$ cat src/rtl/elastic_pipe_reg_pkg.sv
// Shared helpers for the elastic pipeline blocks: width sizing and handshake fire.
package elastic_pipe_reg_pkg;

  function automatic int clog2(input int value);
    int v;
    int r;
    v = value - 1;
    r = 0;
    while (v > 0) begin
      r++;
      v = v >> 1;
    end
    return r;
  endfunction

  function automatic logic hs_fire(input logic vld, input logic rdy);
    return vld & rdy;
  endfunction

endpackage

$ cat src/rtl/pipe_stage_reg.sv
// One valid+data pipeline stage: loads on load_i, clear_i drops valid but keeps data.
module pipe_stage_reg #(
  parameter int              WIDTH     = 32,
  parameter logic [WIDTH-1:0] RESET_VAL = '0
) (
  input  logic             clk_i,
  input  logic             reset_n_i,
  input  logic             clear_i,
  input  logic             load_i,
  input  logic             vld_i,
  input  logic [WIDTH-1:0] dat_i,
  output logic             vld_o,
  output logic [WIDTH-1:0] dat_o
);

  logic             vld_q, vld_d;
  logic [WIDTH-1:0] dat_q, dat_d;

  // Data only moves with a valid word, so bubbles never overwrite held payload.
  always_comb begin
    vld_d = vld_q;
    dat_d = dat_q;
    if (clear_i) begin
      vld_d = 1'b0;
    end else if (load_i) begin
      vld_d = vld_i;
      if (vld_i) dat_d = dat_i;
    end
  end

  always_ff @(posedge clk_i) begin
    if (!reset_n_i) begin
      vld_q <= 1'b0;
      dat_q <= RESET_VAL;
    end else begin
      vld_q <= vld_d;
      dat_q <= dat_d;
    end
  end

  assign vld_o = vld_q;
  assign dat_o = dat_q;

endmodule

$ cat src/rtl/elastic_pipe_reg.sv
// DEPTH-stage valid/ready pipeline register with bubble collapse, flush and occupancy count.
// in_ready is combinational from out_ready through the per-stage ready chain.
module elastic_pipe_reg
  import elastic_pipe_reg_pkg::*;
#(
  parameter int               WIDTH     = 32,
  parameter int               DEPTH     = 2,
  parameter logic [WIDTH-1:0] RESET_VAL = '0
) (
  input  logic                        clk,
  input  logic                        reset_n,
  input  logic                        flush,
  input  logic                        in_valid,
  input  logic [WIDTH-1:0]            in_data,
  output logic                        in_ready,
  output logic                        out_valid,
  output logic [WIDTH-1:0]            out_data,
  input  logic                        out_ready,
  output logic [clog2(DEPTH+1)-1:0]   count
);

  localparam int CW = clog2(DEPTH + 1);

  logic [DEPTH-1:0] stg_vld;
  logic [WIDTH-1:0] stg_dat [DEPTH];
  logic [DEPTH:0]   stg_rdy;
  logic [DEPTH-1:0] ld_vld;
  logic [WIDTH-1:0] ld_dat [DEPTH];
  logic [CW-1:0]    count_q, count_d;
  logic             accept, emit;

  // A stage can take new contents when it is empty or its occupant moves on.
  always_comb begin
    stg_rdy        = '0;
    stg_rdy[DEPTH] = out_ready;
    for (int i = DEPTH - 1; i >= 0; i--) begin
      stg_rdy[i] = ~stg_vld[i] | stg_rdy[i+1];
    end
  end

  always_comb begin
    ld_vld[0] = in_valid & ~flush;
    ld_dat[0] = in_data;
    for (int i = 1; i < DEPTH; i++) begin
      ld_vld[i] = stg_vld[i-1];
      ld_dat[i] = stg_dat[i-1];
    end
  end

  for (genvar g = 0; g < DEPTH; g++) begin : g_stage
    pipe_stage_reg #(
      .WIDTH    (WIDTH),
      .RESET_VAL(RESET_VAL)
    ) u_stage (
      .clk_i    (clk),
      .reset_n_i(reset_n),
      .clear_i  (flush),
      .load_i   (stg_rdy[g]),
      .vld_i    (ld_vld[g]),
      .dat_i    (ld_dat[g]),
      .vld_o    (stg_vld[g]),
      .dat_o    (stg_dat[g])
    );
  end

  assign in_ready  = stg_rdy[0] & ~flush;
  assign out_valid = stg_vld[DEPTH-1];
  assign out_data  = stg_dat[DEPTH-1];
  assign accept    = hs_fire(in_valid, in_ready);
  assign emit      = hs_fire(out_valid, out_ready);

  always_comb begin
    count_d = count_q;
    if (flush) begin
      count_d = '0;
    end else if (accept && !emit) begin
      count_d = count_q + CW'(1);
    end else if (emit && !accept) begin
      count_d = count_q - CW'(1);
    end
  end

  always_ff @(posedge clk) begin
    if (!reset_n) begin
      count_q <= '0;
    end else begin
      count_q <= count_d;
    end
  end

  assign count = count_q;

endmodule

$ cat config.mk
export PLATFORM = sky130hd
export DESIGN_NAME = elastic_pipe_reg
export DESIGN_NICKNAME = d
export VERILOG_FILES = /design/src/rtl/elastic_pipe_reg_pkg.sv /design/src/rtl/pipe_stage_reg.sv /design/src/rtl/elastic_pipe_reg.sv
export SDC_FILE = /design/constraint.sdc
export NUM_CORES = 1
export LEC_CHECK = 0
export CORE_UTILIZATION = 35
export DETAILED_ROUTE_END_ITERATION = 8
export PLACE_DENSITY = 0.65
export SYNTH_ARGS = -nofsm -noshare
export SYNTH_HDL_FRONTEND = slang
export SYNTH_SLANG_ARGS = --single-unit
$ cat constraint.sdc
create_clock -name clk -period 2.3 [get_ports clk]
set_input_delay 0.46 -clock clk [delete_from_list [all_inputs] [get_ports clk]]
set_output_delay 0.46 -clock clk [all_outputs]
set_load 0.05 [all_outputs]
=== Yosys cells after proc, flatten, opt, wreduce, memory -nomap -nowiden ===
Cells that the tools add are included.

* Register bits: 68
* Word-level logic and storage cells: 27

* Add/sub/neg operators: 2
* Muxes and demuxes: 2
* Bitwise logic cells: 10
* Reductions and logical operators: 8

{| class="wikitable"
|+ Operator list
! kind !! number
|-
| 3-bit AND reduction || 2
|-
| 1-bit AND || 4
|-
| 2-bit two-way mux || 2
|-
| 1-bit NOT || 4
|-
| 2-bit by 1-bit adder with 2-bit output (second input constant) || 1
|-
| 1-bit logical AND || 2
|-
| 1-bit zero test || 2
|-
| 1-bit OR || 2
|-
| 2-bit nonzero test || 1
|-
| 2-bit OR reduction || 1
|-
| 2-bit by 1-bit subtractor with 2-bit output (second input constant) || 1
|}

=== Depth between registers and ports, before layout ===
Gate-level depths: netlist of the first run.

* Depth in word-level cells: 9
* Depth in mapped cells: 8
* Depth with buffers taken out: 6

=== Modules after synthesis ===
From an unflattened synthesis of the first run, not the netlist that was laid out.

* Cell total of the unflattened synthesis: 303
* Area total of the unflattened synthesis: 2,839.0 µm²

{| class="wikitable"
|+ Modules (own cells, without submodules)
! module !! times used !! cells each !! area each (µm²) !! sequential area each (µm²)
|-
| pipe_stage_reg || 2 || 143 || 1,352.5 || 660.6
|-
| elastic_pipe_reg || 1 || 17 || 133.9 || 40.0
|}

=== Least setup slack after synthesis of the first run ===
Ideal clock, no wire load.

* Kind: reg2out
* Start: register g_stage[1].u_stage.vld_q
* End: output port in_ready
* Arrival time: 1,761 ps
* Data required time: 1,840 ps
* Path slack: 79 ps
* Stages on the path, launching flop included: 5
* Path buffers: 2
* Cells stage by stage: dfxtp_1 nor2b_4 buf_6 buf_2 a21oi_1

* Cells in the longest elaborated chain, start to end: 4

{| class="wikitable"
|+ Ends and longest elaborated chain
! item !! line !! text
|-
| start, declared || pipe_stage_reg.sv:16 || <nowiki>logic vld_q, vld_d;</nowiki>
|-
| start signal, assigned || pipe_stage_reg.sv:36 || <nowiki>vld_q <= vld_d;</nowiki>
|-
| 1-bit NOT || elastic_pipe_reg.sv:37 || <nowiki>stg_rdy[i] = ~stg_vld[i] | stg_rdy[i+1];</nowiki>
|-
| 1-bit OR (2 in a row) || elastic_pipe_reg.sv:37 ||
|-
| 1-bit AND || elastic_pipe_reg.sv:66 || <nowiki>assign in_ready = stg_rdy[0] & ~flush;</nowiki>
|-
| end, declared || elastic_pipe_reg.sv:15 || <nowiki>output logic in_ready,</nowiki>
|}

No other way between the ends.

=== Worst setup path after layout of the first run ===
* Start: register count_q[0], in the netlist count[0]
* End: output port count[0]

{| class="wikitable"
|+ RTL lines
! item !! line !! text
|-
| start, declared || elastic_pipe_reg.sv:29 || <nowiki>logic [CW-1:0] count_q, count_d;</nowiki>
|-
| start signal, assigned || elastic_pipe_reg.sv:87 || <nowiki>count_q <= count_d;</nowiki>
|-
| end, declared || elastic_pipe_reg.sv:19 || <nowiki>output logic [clog2(DEPTH+1)-1:0] count</nowiki>
|}

No word-level cell between the ends.

==> out/results.ini, run 1 <==
[timing]
fmax_mhz=499
clock_skew_ns=0.00697
finalHoldViolCount=0
max-slew-margin-rel_pct=61.2
setup_viol=0
fin_ws_ns=0.296
min_period_ns=2.00
fin_crit_sh_pct=87.1
rsz0062_at_grt=no
final_max_slew_viol_count=0
worst_pin_slew_ns=0.581
setup_tns_ns=0

[worst_setup_path]
path_max_fanout=3
reg2reg_slack_ns=0.73
reg2regPathDepth=5
cp_slowest_cell=clkdlybuf4s50_1
crit_family=buffers and inverters
cp-end-kind=output pin
cp_num_buf_inv=1
crit_chain=clkdlybuf4s50_1
crit_required_ns=1.84
cpPeakStageDelay_ns=0.83
r2r_end=count[1]
start_kind=flop
r2r-start=g_stage[1].u_stage.vld_o
cp.arrival_ns=1.54
critPathKind=reg -> out

[floorplanning]
dieArea_um2=8330
start_util_pct=36.1
core-area_um2=7730
die_h_um=91.3
io_pins=73
die_w_um=91.3
rows=32

[drt]
postRouteAntennaNets=0
via_per_inst=4.91
wl_per_cell_um=13.1
routed_wirelength_mm=6.22
drt_iter0_drc=128
vias=2338
dr.pass1.iters=4
drc=0

[clock_tree]
cts-buffers-inserted=9
clock_tree.root_cell=clkbuf_8
ctsHoldBuffers=0
clk_pin_slew_ns=0.07
cts_htree_levels=3
cts_buffer_depth=2
clock_latency_ns=0.33
postCtsSetupBuffers=0
cts_resized=0
clock-sinks=68
tritoncts=yes

[min_path]
worstHoldEndpoint=g_stage[0].u_stage.dat_o[27]
hold_path_class=reg -> reg
whs_path_depth=2
min_from=g_stage[0].u_stage.dat_o[27]

[power_and_ir_drop]
ir_drop_v=0.000260
powerDensity_nw_per_um2=625
p_leak_nw=1.33

[grt]
grt_usage_pct=15.3
grt_overflow=0
grt_pass1_vias=2120
grt_pass1_wl_mm=10.1
grt_max_degree=98
antenna_found_initial=0

[place]
gp_congestion=0.753
place_hpwl_mm=3.72
place_ws_ns=0.156
io_buffers=72

[logic_synthesis]
synth_area_um2=2790
ys_warn_count=0
synth_flop_cell=dfxtp_1
syn_nets=346
synth_area_per_cell_um2=9.05
yosysSeqAreaShare_pct=48.8
ys_types=21
synth-async-reset-ratio_pct=0
synthCells=308
synth_enable_flop_cells=0
synth_seq_cells=68

[finish]
layout_common_cells=70 x clkdlybuf4s50_1, 68 x dfxtp_1, 65 x nand2_1
diodes=0
drive_gt1_share_pct=6.68
syn_to_final_growth_pct=33.0
nets=408
final_common_cell=clkdlybuf4s50_1
fill_cells=761

[run]
max-cap-violations=0

[outcome]
status=complete, no violations

[cell families (layout without fill, tap and decap cells)]
group,Yosys count,in the layout,share of synthesized area (%)
AND/OR/NAND/NOR,108,108,16.9
buffers and inverters,28,94,6.10
flip-flops,68,68,48.8
AO/OA/AOI/OAI,69,69,15.7
XOR/XNOR,2,2,0.628
adder cells (fa/ha/maj),1,1,0.449
multiplexers,32,32,11.5
[final cells by class]
type                    count  area, um2  area share (%)
clock buffers              13        159            4.28
clock inverters             2       10.0           0.270
well taps                 102        128            3.44
repair buffers             79        791            21.3
multi-input cells         212       1260            34.0
flip-flops and latches     68       1360            36.7
[routing by layer]
layer	track usage, %	up-vias	routed length (um)
li1	-	1167	-
met1	20.5	1115	3000
met2	24.1	49	2890
met3	3.10	7	241
met4	5.95	0	78
met5	0	-	0
[per-stage QoR]
stage / hold WS, ns / area, um2 / utilization, % / total power [mW] / instances
3_3_place_gp: 0.443 / 3540 / 45.8 / 1.49 / 461
5_1_grt: 0.477 / 3710 / 48.0 / 2.41 / 476
2_1_floorplan: 0.435 / 2790 / - / 1.40 / 308
3_5_place_dp: 0.447 / 3540 / 45.8 / 1.49 / 461
6_report: 0.457 / 3710 / 48.0 / 2.32 / 476
4_1_cts: 0.460 / 3710 / 48.0 / 2.34 / 476
[worst reg2reg max path, delay by kind of cell, from the launching register on]
kind	cells	cell delay [ns]
adders and majority gates	1	0.34
and+or+nand+nor	2	0.58
AOI/OAI and AO/OA	2	0.21
DFF	1	0.38
[how the worst max path moves through the flow]
stage | startpoint | end | slack, ns | cells after the start
3_5_place_dp | flush | g_stage[0].u_stage.dat_o[30] | 0.16 | 5
3_3_place_gp | flush | count[1] | 0.23 | 6
2_1_floorplan | g_stage[1].u_stage.vld_o | in_ready | 0.08 | 4
5_1_grt | count[0] | count[0] | 0.24 | 1
4_1_cts | count[0] | count[0] | 0.26 | 1
6_report | count[0] | count[0] | 0.30 | 1
[flip-flops by register name, indices dropped and copies added (netlist names)]
signal / cells
g_stage.u_stage.dat_o: 64
count: 2
g_stage.u_stage.vld_o: 2
[Yosys cell counts, drive strengths merged (4+ instances only)]
cell type	count	share of area, %
a21oi	4	1.1
nor2	4	0.54
buf	12	3.9
clkbuf	16	2.2
nand2	65	8.7
nand2b	4	0.90
mux2i	32	11
nand3	32	5.7
dfxtp	68	49
o21ai	33	5.9
a21boi	32	8.6
[report_power, final]
| part | switching [mW] | internal [mW] |
|---|---|---|
| sequential | 0.0181 | 1.21 |
| combinational | 0.114 | 0.117 |
| clock | 0.413 | 0.442 |
| total | 0.545 | 1.77 |
No activity file was read; power rests on OpenSTA's default activity.
==> run 2, diff against run 1 <==
--- a/config.mk
+++ b/config.mk
@@ -5,6 +5,7 @@
 export SDC_FILE = /design/constraint.sdc
 export NUM_CORES = 1
 export LEC_CHECK = 0
+export CORE_ASPECT_RATIO = 1.2
 export CORE_UTILIZATION = 35
 export DETAILED_ROUTE_END_ITERATION = 8
 export PLACE_DENSITY = 0.65
==> run 2 against run 1 <==
Net effect: first-iteration DRC count down 19%; largest power group unchanged; global-route usage up 0.42 points; flip-flop and latch count unchanged; non-clock buffer count unchanged; maximum frequency increased by 0.44%; critical path depth unchanged; critical path type unchanged; highest routed layer unchanged.
==> out/results.ini, run 2 (synthesis results as in run 1) <==
[outcome]
status=complete, no violations

[timing]
timing.hold.ws_ns=0.457  ; -0.0000100 ns
final_max_slew_viol_count=0  ; unchanged
setup_tns_ns=0  ; unchanged
fmax_mhz=501  ; +0.44%
clock_skew_ns=0.00695  ; -0.0000159 ns
min_period_ns=1.99  ; -0.00887 ns
worst_pin_slew_ns=0.577  ; -0.00469 ns
setup_viol=0  ; unchanged
rsz0062_at_grt=no
max-slew-margin-rel_pct=61.6  ; +0.31 points
fin_ws_ns=0.305  ; +0.00886 ns
finalHoldViolCount=0  ; unchanged
fin_crit_sh_pct=86.7  ; -0.39 points

[worst_setup_path]
cp_slowest_cell=clkdlybuf4s50_1
cp.arrival_ns=1.53  ; about the same
path_max_fanout=3  ; unchanged
crit_family=buffers and inverters
crit_chain=clkdlybuf4s50_1
crit_required_ns=1.84  ; about the same
critPathKind=reg -> out
cp-end-kind=output pin
cp_num_buf_inv=1  ; unchanged
cpPeakStageDelay_ns=0.82  ; about the same
start_kind=flop

[clock_tree]
cts_resized=0  ; unchanged
postCtsSetupBuffers=0  ; unchanged
tritoncts=yes
clock_tree.root_cell=clkbuf_8
cts_buffer_depth=2  ; unchanged
clock-sinks=68  ; unchanged
cts-buffers-inserted=9  ; unchanged
cts_htree_levels=3  ; unchanged
clk_pin_slew_ns=0.07  ; about the same
ctsHoldBuffers=0  ; unchanged
clock_latency_ns=0.34  ; about the same

[floorplanning]
rows=35  ; +9.4%
io_pins=73  ; unchanged
dieArea_um2=8330  ; about the same
start_util_pct=36.2  ; +0.094 points
die_w_um=83.5  ; -8.5%
die_h_um=99.8  ; +9.3%
core-area_um2=7710  ; -0.26%

[drt]
postRouteAntennaNets=0  ; unchanged
routed_wirelength_mm=6.22  ; about the same
via_per_inst=4.96  ; +1.1%
wl_per_cell_um=13.3  ; +2.2%
dr.pass1.iters=4  ; unchanged
drt_iter0_drc=104  ; -19%
vias=2313  ; -1.1%
drc=0  ; unchanged

[finish]
layout_common_cells=70 x clkdlybuf4s50_1, 68 x dfxtp_1, 65 x nand2_1
fin_area_um2=3670  ; -1.0%
multi_input_area_um2=1260  ; unchanged
fill_cells=753  ; -1.1%
drive_gt1_share_pct=6.68  ; unchanged
largest_reg_flops=64  ; unchanged
nets=408  ; unchanged
final_common_cell=clkdlybuf4s50_1
diodes=0  ; unchanged
syn_to_final_growth_pct=31.6
regArea_um2=1360  ; unchanged

[grt]
grt_usage_pct=15.7  ; +0.42 points
grt_pass1_vias=2208  ; +4.2%
grt_max_degree=55  ; -44%
grt_pass1_wl_mm=10.3  ; +1.7%
antenna_found_initial=0  ; unchanged
grt_overflow=0  ; unchanged

[place]
place_hpwl_mm=3.78  ; +1.4%
gp_congestion=0.742  ; -1.5%
place_ws_ns=0.146  ; -0.00962 ns
io_buffers=72  ; unchanged
dpl_cell_area_um2=3500  ; -1.1%

[run]
max-cap-violations=0  ; unchanged

[power_and_ir_drop]
p_leak_nw=1.31  ; -0.87%
powerDensity_nw_per_um2=630  ; +0.84%
finalPower_mw=2.31  ; -0.18%
ir_drop_v=0.000280  ; +7.6%

[min_path]
hold_path_class=reg -> reg

## run 2: changes by cell type in the layout (fill, tap and decap cells not counted)
cell / delta
buf_4: +2
buf_12: -2
## run 2: final timing paths
path / from / to / slack [ns] / cells after the start
hold reg to reg: g_stage[0].u_stage.dat_o[30] / g_stage[1].u_stage.dat_o[30] / 0.46 / 2
setup / recovery: count[0] / count[0] / 0.31 / 1
hold / removal: g_stage[0].u_stage.dat_o[30] / g_stage[1].u_stage.dat_o[30] / 0.46 / 2
setup reg to reg: g_stage[1].u_stage.vld_o / count[1] / 0.72 / 5
## run 2: layout make-up
type,count,share of cell area [%]
Sequential cell,68,37.1
Timing Repair Buffer,79,20.9
Multi-Input combinational cell,212,34.3
Tap cell,92,3.14
Clock inverter,2,0.273
Clock buffer,13,4.33
## run 2: power by group
group	switching (mW)	internal [mW]	total [mW]
sequential	0.0180	1.21	1.23
clock	0.414	0.442	0.855
combinational	0.112	0.114	0.226
total	0.544	1.77	2.31
## run 2: metrics by stage
step,util (%),std cells
after floorplan,-,308
after global placement,45.4,451
after detailed placement,45.4,451
after CTS,47.6,466
after global routing,47.6,466
final,47.6,466
## run 2: per-layer routing
metal  GRT usage, %  up-vias  routed length (um)
met3           2.55       10                 214
li1               -     1159                   -
met1           19.4     1090                2880
met2           26.1       54                2970
met4           9.26        0                 155
met5              0        -                   0
==> run 3, diff against run 2 <==
--- a/config.mk
+++ b/config.mk
@@ -9,6 +9,7 @@
 export CORE_UTILIZATION = 35
 export DETAILED_ROUTE_END_ITERATION = 8
 export PLACE_DENSITY = 0.65
+export REMOVE_ABC_BUFFERS = 1
 export SYNTH_ARGS = -nofsm -noshare
 export SYNTH_HDL_FRONTEND = slang
 export SYNTH_SLANG_ARGS = --single-unit
==> constraint.sdc (replaced) <==
create_clock -name clk -period 2.3 [get_ports clk]
set_input_delay 0.345 -clock clk [delete_from_list [all_inputs] [get_ports clk]]
set_output_delay 0.345 -clock clk [all_outputs]
set_load 0.05 [all_outputs]
==> run 3 against run 2 <==
Net effect: first-iteration DRC count down 16%; non-clock buffer count rose by 3; die area unchanged; combinational power hardly changed; clock skew rose by 0.0050 ns; critical endpoint is now in_ready; largest cell class unchanged.
==> out/results.ini, run 3 (synthesis results as in run 1) <==
[worst_setup_path]
start_kind=input port
critPathKind=in -> out
cp_slowest_cell=clkdlybuf4s50_1
crit_required_ns=1.96  ; +0.12 ns
cp-end-kind=output pin
cp_num_buf_inv=3  ; +2
path_max_fanout=35  ; +32
cpPeakStageDelay_ns=0.48  ; -0.34 ns
crit_family=buffers and inverters
worst_path_most_repeated_cell=buf_4
crit_chain=clkdlybuf4s50_1 -> nor2b_4 -> buf_4 -> a21oi_1 -> buf_4
cp.arrival_ns=1.70  ; +0.17 ns

[floorplanning]
die_w_um=83.5  ; unchanged
die_h_um=99.8  ; unchanged
dieArea_um2=8330  ; unchanged
start_util_pct=36.2  ; unchanged
core-area_um2=7710  ; unchanged
io_pins=73  ; unchanged
rows=35  ; unchanged

[clock_tree]
ctsHoldBuffers=0  ; unchanged
cts-buffers-inserted=9  ; unchanged
cts_buffer_depth=2  ; unchanged
cts_htree_levels=3  ; unchanged
tritoncts=yes
clock-sinks=68  ; unchanged
cts_resized=0  ; unchanged
postCtsSetupBuffers=0  ; unchanged
clk_pin_slew_ns=0.07  ; about the same
clock_tree.root_cell=clkbuf_8
clock_latency_ns=0.34  ; about the same

[timing]
setup_viol=0  ; unchanged
fmax_mhz=489  ; -2.5%
finalHoldViolCount=0  ; unchanged
final_max_slew_viol_count=0  ; unchanged
rsz0062_at_grt=no
max-slew-margin-rel_pct=63.5  ; +2.0 points
clock_skew_ns=0.0120  ; +0.00500 ns
fin_crit_sh_pct=89.0  ; +2.2 points
worst_pin_slew_ns=0.547  ; -0.0295 ns
setup_tns_ns=0  ; unchanged
min_period_ns=2.05  ; +0.0513 ns

[power_and_ir_drop]
p_leak_nw=1.36  ; +3.2%
finalPower_mw=2.59  ; +12%
powerDensity_nw_per_um2=686  ; +8.9%
ir_drop_v=0.000371  ; +33%

[place]
place_hpwl_mm=3.95  ; +4.6%
io_buffers=72  ; unchanged
gp_congestion=0.697  ; -6.0%

[finish]
layout_common_cells=70 x clkdlybuf4s50_1, 68 x dfxtp_1, 65 x nand2_1
final_common_cell=clkdlybuf4s50_1
syn_to_final_growth_pct=35.3
diodes=0  ; unchanged
fill_cells=780  ; +3.6%
drive_gt1_share_pct=8.20  ; +1.5 points
largest_reg_flops=64  ; unchanged
nets=411  ; +0.74%

[drt]
vias=2288  ; -1.1%
postRouteAntennaNets=0  ; unchanged
wl_per_cell_um=12.9  ; -3.0%
dr.pass1.iters=4  ; unchanged
drt_iter0_drc=87  ; -16%
via_per_inst=4.87  ; -1.9%
routed_wirelength_mm=6.08  ; -2.2%
drc=0  ; unchanged

[run]
max-cap-violations=0  ; unchanged

[grt]
grt_pass1_vias=2180  ; -1.3%
grt_overflow=0  ; unchanged
grt_pass1_wl_mm=10.2  ; -0.80%
grt_usage_pct=15.4  ; -0.28 points
antenna_found_initial=0  ; unchanged
grt_max_degree=53  ; -3.6%

[min_path]
hold_path_class=reg -> reg

[outcome]
status=complete, no violations

## run 3: cell types whose count changed in the layout (fill, tap and decap cells not counted), sizes merged
cell	change
clkinvlp	+2
bufinv	+2
clkbuf	-2
clkinv	-1
buf	+3
## run 3: worst paths after layout
path | end | slack, ns | start | depth (start not counted)
setup / recovery | in_ready | 0.25 | out_ready | 5
hold / removal | g_stage[0].u_stage.dat_o[20] | 0.46 | g_stage[0].u_stage.dat_o[20] | 2
setup reg to reg | count[1] | 0.78 | g_stage[1].u_stage.vld_o | 5
hold reg to reg | g_stage[0].u_stage.dat_o[20] | 0.46 | g_stage[0].u_stage.dat_o[20] | 2
## run 3: final cells by class
type                       instances  area (um2)  area share, %
tap                               92         115           3.05
sequential                        68        1360           36.1
clock inverter                     5        83.8           2.22
timing repair buffer              82         801           21.2
multi-input combinational        212        1260           33.4
clock buffer                      11         151           4.01
## run 3: per-stage QoR
step	instance area (um2)	cells	hold WS [ns]	util [%]	worst slack [ns]
floorplan	2620	280	0.435	-	-0.311
global placement	3540	454	0.442	45.9	0.293
detailed placement	3540	454	0.447	45.9	0.255
CTS	3770	470	0.459	48.9	0.251
global route	3770	470	0.471	48.9	0.184
finish	3770	470	0.458	48.9	0.254
## run 3: tightest hold or removal path: stages (launching register included)
cell and delay (ns):
dfxtp_1 0.31, nand2_1 0.05, mux2i_1 0.05
## run 3: routing by layer
| layer | GRT usage [%] | up-vias | part of all wire [%] |
|---|---|---|---|
| li1 | - | 1171 | - |
| met1 | 19.3 | 1040 | 46 |
| met2 | 25.6 | 69 | 47 |
| met3 | 3.13 | 8 | 5.7 |
| met4 | 7.43 | 0 | 1.6 |
| met5 | 0 | - | 0 |
## run 3: power breakdown
part | internal [mW] | leakage (nW) | switching, mW
clock | 0.672 | 0.112 | 0.456
combinational | 0.118 | 0.691 | 0.111
sequential | 1.21 | 0.552 | 0.0187
